==> src/rtl/boolean_lut_seq.sv <==
// Registered N_IN-input, N_OUT-channel truth-table evaluator with a serial table load port.
// Optional self-check ports (exp_vec, mismatch, err_count) are built when LUT_SELF_CHECK_EN is defined.
module boolean_lut_seq #(
    parameter int N_IN  = 3,
    parameter int N_OUT = 1
) (
    input  logic             clk,
    input  logic             reset,
    input  logic             load_start,
    input  logic             load_valid,
    input  logic             load_bit,
    output logic             load_done,
    output logic             tbl_ready,
    input  logic             in_valid,
    output logic             in_ready,
    input  logic [N_IN-1:0]  in_vec,
    output logic             out_valid,
    output logic [N_OUT-1:0] out_vec
`ifdef LUT_SELF_CHECK_EN
    ,
    input  logic [N_OUT-1:0] exp_vec,
    output logic             mismatch,
    output logic [15:0]      err_count
`endif
);

    localparam int ENTRIES = 2 ** N_IN;
    localparam int DEPTH   = N_OUT * ENTRIES;
    localparam int CW      = (DEPTH > 1) ? $clog2(DEPTH) : 1;
    localparam logic [CW-1:0] LAST = CW'(DEPTH - 1);

    typedef enum logic [1:0] {
        EMPTY,
        LOAD,
        READY
    } state_t;

    state_t            state_reg;
    state_t            state_next;
    logic [CW-1:0]     count_reg;
    logic [CW-1:0]     count_next;
    logic              wr_en;
    logic              load_done_next;
    logic [DEPTH-1:0]  table_reg;
    logic [N_OUT-1:0]  lut_vec;
    logic              accept;
    logic              out_valid_reg;
    logic [N_OUT-1:0]  out_vec_reg;

    assign accept    = in_valid && (state_reg == READY);
    assign in_ready  = (state_reg == READY);
    assign tbl_ready = (state_reg == READY);
    assign load_done = load_done_next;
    assign out_valid = out_valid_reg;
    assign out_vec   = out_vec_reg;

    always_ff @(posedge clk) begin
        if (reset) begin
            state_reg <= EMPTY;
            count_reg <= '0;
        end else begin
            state_reg <= state_next;
            count_reg <= count_next;
        end
    end

    // load_start wins over everything, so a coincident load_valid is dropped.
    always_comb begin
        state_next     = state_reg;
        count_next     = count_reg;
        wr_en          = 1'b0;
        load_done_next = 1'b0;
        if (load_start) begin
            state_next = LOAD;
            count_next = '0;
        end else begin
            case (state_reg)
                LOAD: begin
                    if (load_valid) begin
                        wr_en = 1'b1;
                        if (count_reg == LAST) begin
                            state_next     = READY;
                            load_done_next = !reset;
                        end else begin
                            count_next = count_reg + 1'b1;
                        end
                    end
                end
                default: begin
                    state_next = state_reg;
                end
            endcase
        end
    end

    // One flop per table bit, written only at its own linear index.
    generate
        for (genvar gi = 0; gi < DEPTH; gi++) begin : g_bit
            always_ff @(posedge clk) begin
                if (reset) begin
                    table_reg[gi] <= 1'b0;
                end else if (wr_en && (count_reg == CW'(gi))) begin
                    table_reg[gi] <= load_bit;
                end
            end
        end
    endgenerate

    generate
        for (genvar gi = 0; gi < N_OUT; gi++) begin : g_chan
            logic [ENTRIES-1:0] chan_bits;
            assign chan_bits   = table_reg[gi*ENTRIES +: ENTRIES];
            assign lut_vec[gi] = chan_bits[in_vec];
        end
    endgenerate

    // The lookup uses the table as it stands before this edge, so an eval
    // coinciding with load_start still sees the old contents.
    always_ff @(posedge clk) begin
        if (reset) begin
            out_valid_reg <= 1'b0;
            out_vec_reg   <= '0;
        end else begin
            out_valid_reg <= accept;
            if (accept) begin
                out_vec_reg <= lut_vec;
            end
        end
    end

`ifdef LUT_SELF_CHECK_EN
    logic [N_OUT-1:0] exp_reg;
    logic [15:0]      err_count_reg;

    assign mismatch  = out_valid_reg && (|(out_vec_reg ^ exp_reg));
    assign err_count = err_count_reg;

    always_ff @(posedge clk) begin
        if (reset) begin
            exp_reg       <= '0;
            err_count_reg <= '0;
        end else begin
            if (accept) begin
                exp_reg <= exp_vec;
            end
            if (mismatch && (err_count_reg != 16'hFFFF)) begin
                err_count_reg <= err_count_reg + 16'd1;
            end
        end
    end
`endif

endmodule

==> config.mk <==
export PLATFORM = sky130hd
export DESIGN_NAME = boolean_lut_seq
export DESIGN_NICKNAME = d
export VERILOG_FILES = /design/src/rtl/boolean_lut_seq.sv
export SDC_FILE = /design/constraint.sdc
export NUM_CORES = 1
export LEC_CHECK = 0
export CAP_MARGIN = 20
export CORE_AREA = 2 2 45 47
export CTS_BUF_LIST = sky130_fd_sc_hd__clkbuf_4
export DETAILED_ROUTE_END_ITERATION = 6
export DIE_AREA = 0 0 47 49
export PLACE_DENSITY = 0.7
export SYNTH_ARGS = -nofsm -noshare
export SYNTH_HDL_FRONTEND = slang
export SYNTH_SLANG_ARGS = --single-unit
==> constraint.sdc <==
create_clock -name clk -period 1.5 [get_ports clk]
set_input_delay 0.225 -clock clk [delete_from_list [all_inputs] [get_ports clk]]
set_output_delay 0.225 -clock clk [all_outputs]
set_load 0.01 [all_outputs]
After elaboration in Yosys (flattened, before gate mapping) --
Index checks and enable logic that the tools add are counted. Widths: inputs -> output; s select.
Storage, ports and cells: register bits 15, input bits 9, logic and storage cells 56
Operators by class: add/subtract/negate cells 1, order comparisons 1, equal/unequal tests 9, mux-type cells 13, bitwise logic cells 1, reduce and logical (&&, ||, !) cells 18
Operator list (number):
- $eq 3x3->1 const B | 4
- $mux 1 | 12
- $logic_and 1x1->1 | 9
- $reduce_and 3->1 | 3
- $eq 3x2->1 const B | 2
- $reduce_bool 2->1 | 3
- $lt 3x4->1 const B | 1
- $add 3x1->3 const B | 1
- $bmux 1 s3 | 1
- $eq 3x1->1 const B | 1
- $logic_not 3->1 | 1
- $eq 2x1->1 const B | 1
- $eq 2x2->1 const B | 1
- $reduce_or 2->1 | 1
- $logic_not 1->1 | 1
- $not 1->1 | 1

Depth between registers and ports, before layout --
word-level depth 5, depth in mapped cells 6

Least setup slack after synthesis --
OpenSTA, ideal clock, no wires.
path type flip-flop to flip-flop, start point register count_reg[0], end point register count_reg[2], library setup time 0.103 ns, data arrival time 1.454 ns, path slack -0.057 ns, cell stages (with the launch flop) 6, buffers on the path 0, period minus slack after synthesis 1.557 ns, cell sequence dfxtp_1 ha_1 ha_1 and4bb_4 nor2_2 a2111oi_2
On the way: longest elaborated chain between the ends 3, elaborated cells between the ends (all ways) 4
RTL lines:
- from (decl) | line 40 | logic [CW-1:0] count_reg;
- from (signal assigned) | line 63 | count_reg <= count_next;
- $eq 3x3->1 | line 81 | if (count_reg == LAST) begin
- $not 1->1 (no line)
- $reduce_and 3->1 (no line)
Several ways; a longest one is shown, not always the timed one. A chain may end at the register's enable or synchronous reset.

Final worst setup path --
start point register count_reg[1], end point register count_reg[0]
On the way: longest elaborated chain between the ends 3
RTL lines (line):
- $eq 3x3->1 | 81
- $not 1->1 (no line)
- $reduce_and 3->1 (no line)
No other way between the ends.

==> flow_summary.yaml <==
power:
  power_frac_comb_pct: 14.2
  p_per_area_nw_per_um2: 649
  seqPwrFrac_pct: 53.7
  cellInternalPower_mw: 0.580
  power.leakage_nw: 0.421
  p_switching_mw: 0.175
  p_total_mw: 0.755
  pwr-share-clk_pct: 32.1
  swShare_pct: 23.2
  peakVddDrop_v: 0.000404
global_route:
  antenna_found_initial: 0
  grt_pass1_vias: 622
  grt_overflow: 0
  grt.total_usage_pct: 15.9
  grt_pass1_wl_mm: 2.70
  grt_max_degree: 16
sta:
  hold_viol: 0
  slew_viol_final: 0
  finClkSkew_ns: 0.00181
  layout_setup_ws_ns: -0.0301
  rsz0062_at_grt: "yes"
  relSlewSlack_pct: 81.2
  setup_viol: 3
  post-route-period-util_pct: 102
  max_freq_mhz: 654
  holdWs_ns: 0.478
  post-route-min-period_ns: 1.53
  tightest_slew_ns: 0.281
clock_network:
  cts_tree: "built"
  h-tree-depth: 1
  clock_latency_ns: 0.27
  clock_sinks: 15
  cts_root_buffer: "clkbuf_4"
  cts-buffers-inserted: 3
  clk_pin_slew_worst_paths_ns: 0.09
  clockBufferDepth: 2
critical_path:
  start_kind: "flop"
  cp-end-kind: "flop"
  cp_max_fo: 4
  arrival_ns: 1.73
  crit_required_ns: 1.70
  critPathKind: "reg -> reg"
drt:
  drc_errors: 0
  detail-route-antenna-nets: 0
  drt-pass1-iter-count: 4
  drtIter0Drc: 7
  wirelength_mm: 1.81
  via_per_inst: 5.06
  wl_per_cell_um: 12.5
  via_count: 733
synthesis:
  syn_avg_cell_area_um2: 8.95
  async_reset_ff_share_pct: 0
  netlist.area_leader.share_pct: 36.1
  synth_common_cells: "dfxtp_1, a21oi_1, o21ai_0, ha_1, nand4_1"
  synth_largest_area_cell: "dfxtp_1"
  syn_area_um2: 832
  yosysWarnings: 0
  yosys_most_used_dff: "dfxtp_1"
  synthesis.nets: 109
  synthCells: 93
  ys_seq_area_share_pct: 36.1
  synth.area.top_cells: "dfxtp_1, ha_1, a21oi_1"
  synth-edff-count: 0
  synth_cell_types: 30
  synth_seq_cells: 15
  synth.most_common_cell: "dfxtp_1"
die:
  fp.dieW_um: 47
  rows: 16
  initial_utilization_pct: 45.2
  core_area_um2: 1840
  die_area_um2: 2300
  die_height_um: 49
  num_io_pins: 14
final_layout:
  final_area_um2: 1160
  layout-drive-gt1-share_pct: 28.8
  antenna_cells: 0
  fillers: 162
  largest_reg_flops: 8
  final_net_count: 135
  fin_cells: 145
  area_delta_synth_final_pct: 39.9
flow_run:
  maxCapViolations: 0
place:
  placement.io_buffers: 13
  dpl-instance-area_um2: 1060
  gp_routability_congestion: 0.738
  placed_cells_incl_taps: 140
  place_hpwl_mm: 1.31
  dp_slack_ns: -0.395
status:
  violations: "setup timing"
  status: "complete, but fails checks"
worst_hold_path:
  min-delay-path-class: "reg -> reg"
-- cell usage in the layout (no fill, tap or decap), types with 3 or more instances in the layout --
cell	count
dfxtp_1	12
buf_4	12
clkdlybuf4s50_1	10
a21oi_1	9
o21ai_0	8
nand4_1	6
inv_1	5
nand2_1	4
mux2i_1	4
ha_1	4
clkbuf_4	4
nand2b_1	3
nor2_1	3
nor2b_1	3
dfxtp_2	3
-- final cells by class --
cell class | count | area [um^2] | share of cell area (%)
clock buffers | 4 | 30.0 | 2.58
inverters | 5 | 18.8 | 1.61
multi-input cells | 67 | 539 | 46.3
flip-flops and latches | 15 | 304 | 26.1
well taps | 27 | 33.8 | 2.90
repair buffers | 27 | 238 | 20.4
-- routing by layer --
metal  share of wire [%]  vias up  global-route usage [%]
met5                   0        -                       0
met2                  53        8                    26.7
met3                 2.8        2                    3.33
met1                  43      342                    20.8
met4                0.50        0                    2.78
li1                    -      381                       -
-- through the flow --
stage | util (%) | TNS [ns]
global route | 63.2 | -0.284
floorplan | - | 0
detailed placement | 57.8 | -0.858
global placement | 57.8 | -0.576
CTS | 60.9 | -0.0974
finish | 63.2 | -0.0456
-- kinds of logic after synthesis --
kind of cell    after synthesis  synth area share, %
flops                        15                 36.1
xor+xnor                      1                 1.05
compound gates               22                 15.9
simple gates                 32                 24.2
buf+inv                      11                 6.01
mux                           5                 6.17
fa+ha+maj                     7                 10.5
-- final timing paths --
path | startpoint | slack [ns] | end | depth (start not counted)
setup / recovery | count_reg[1] | -0.03 | count_reg[0] | 7
hold reg to reg | g_chan[0].chan_bits[5] | 0.48 | g_chan[0].chan_bits[5] | 2
hold / removal | g_chan[0].chan_bits[5] | 0.48 | g_chan[0].chan_bits[5] | 2
setup reg to reg | count_reg[1] | -0.03 | count_reg[0] | 7
-- what timing repair did --
item | in CTS | in global routing
setup endpoints to repair | 6 | 6
hold buffers | 0 | 0
resized for setup | 13 | 8
pin swaps | 3 | 3
buffers inserted | 0 | 1
-- critical path, cell delays in order, from the launching register on --
cell      delay [ns]
dfxtp_2         0.34
ha_4            0.16
buf_6           0.11
ha_4            0.15
and4bb_4        0.34
buf_6           0.11
xnor2_2         0.06
nor3_2          0.17
-- power groups by stage --
stage	clock network (mW)	logic [mW]	registers, mW
2_1_floorplan	0	0.0413	0.416
3_3_place_gp	0	0.0943	0.414
3_5_place_dp	0	0.0961	0.414
4_1_cts	0.248	0.0972	0.405
5_1_grt	0.273	0.116	0.407
6_report	0.242	0.107	0.406
(Power assumes the default switching activity.)
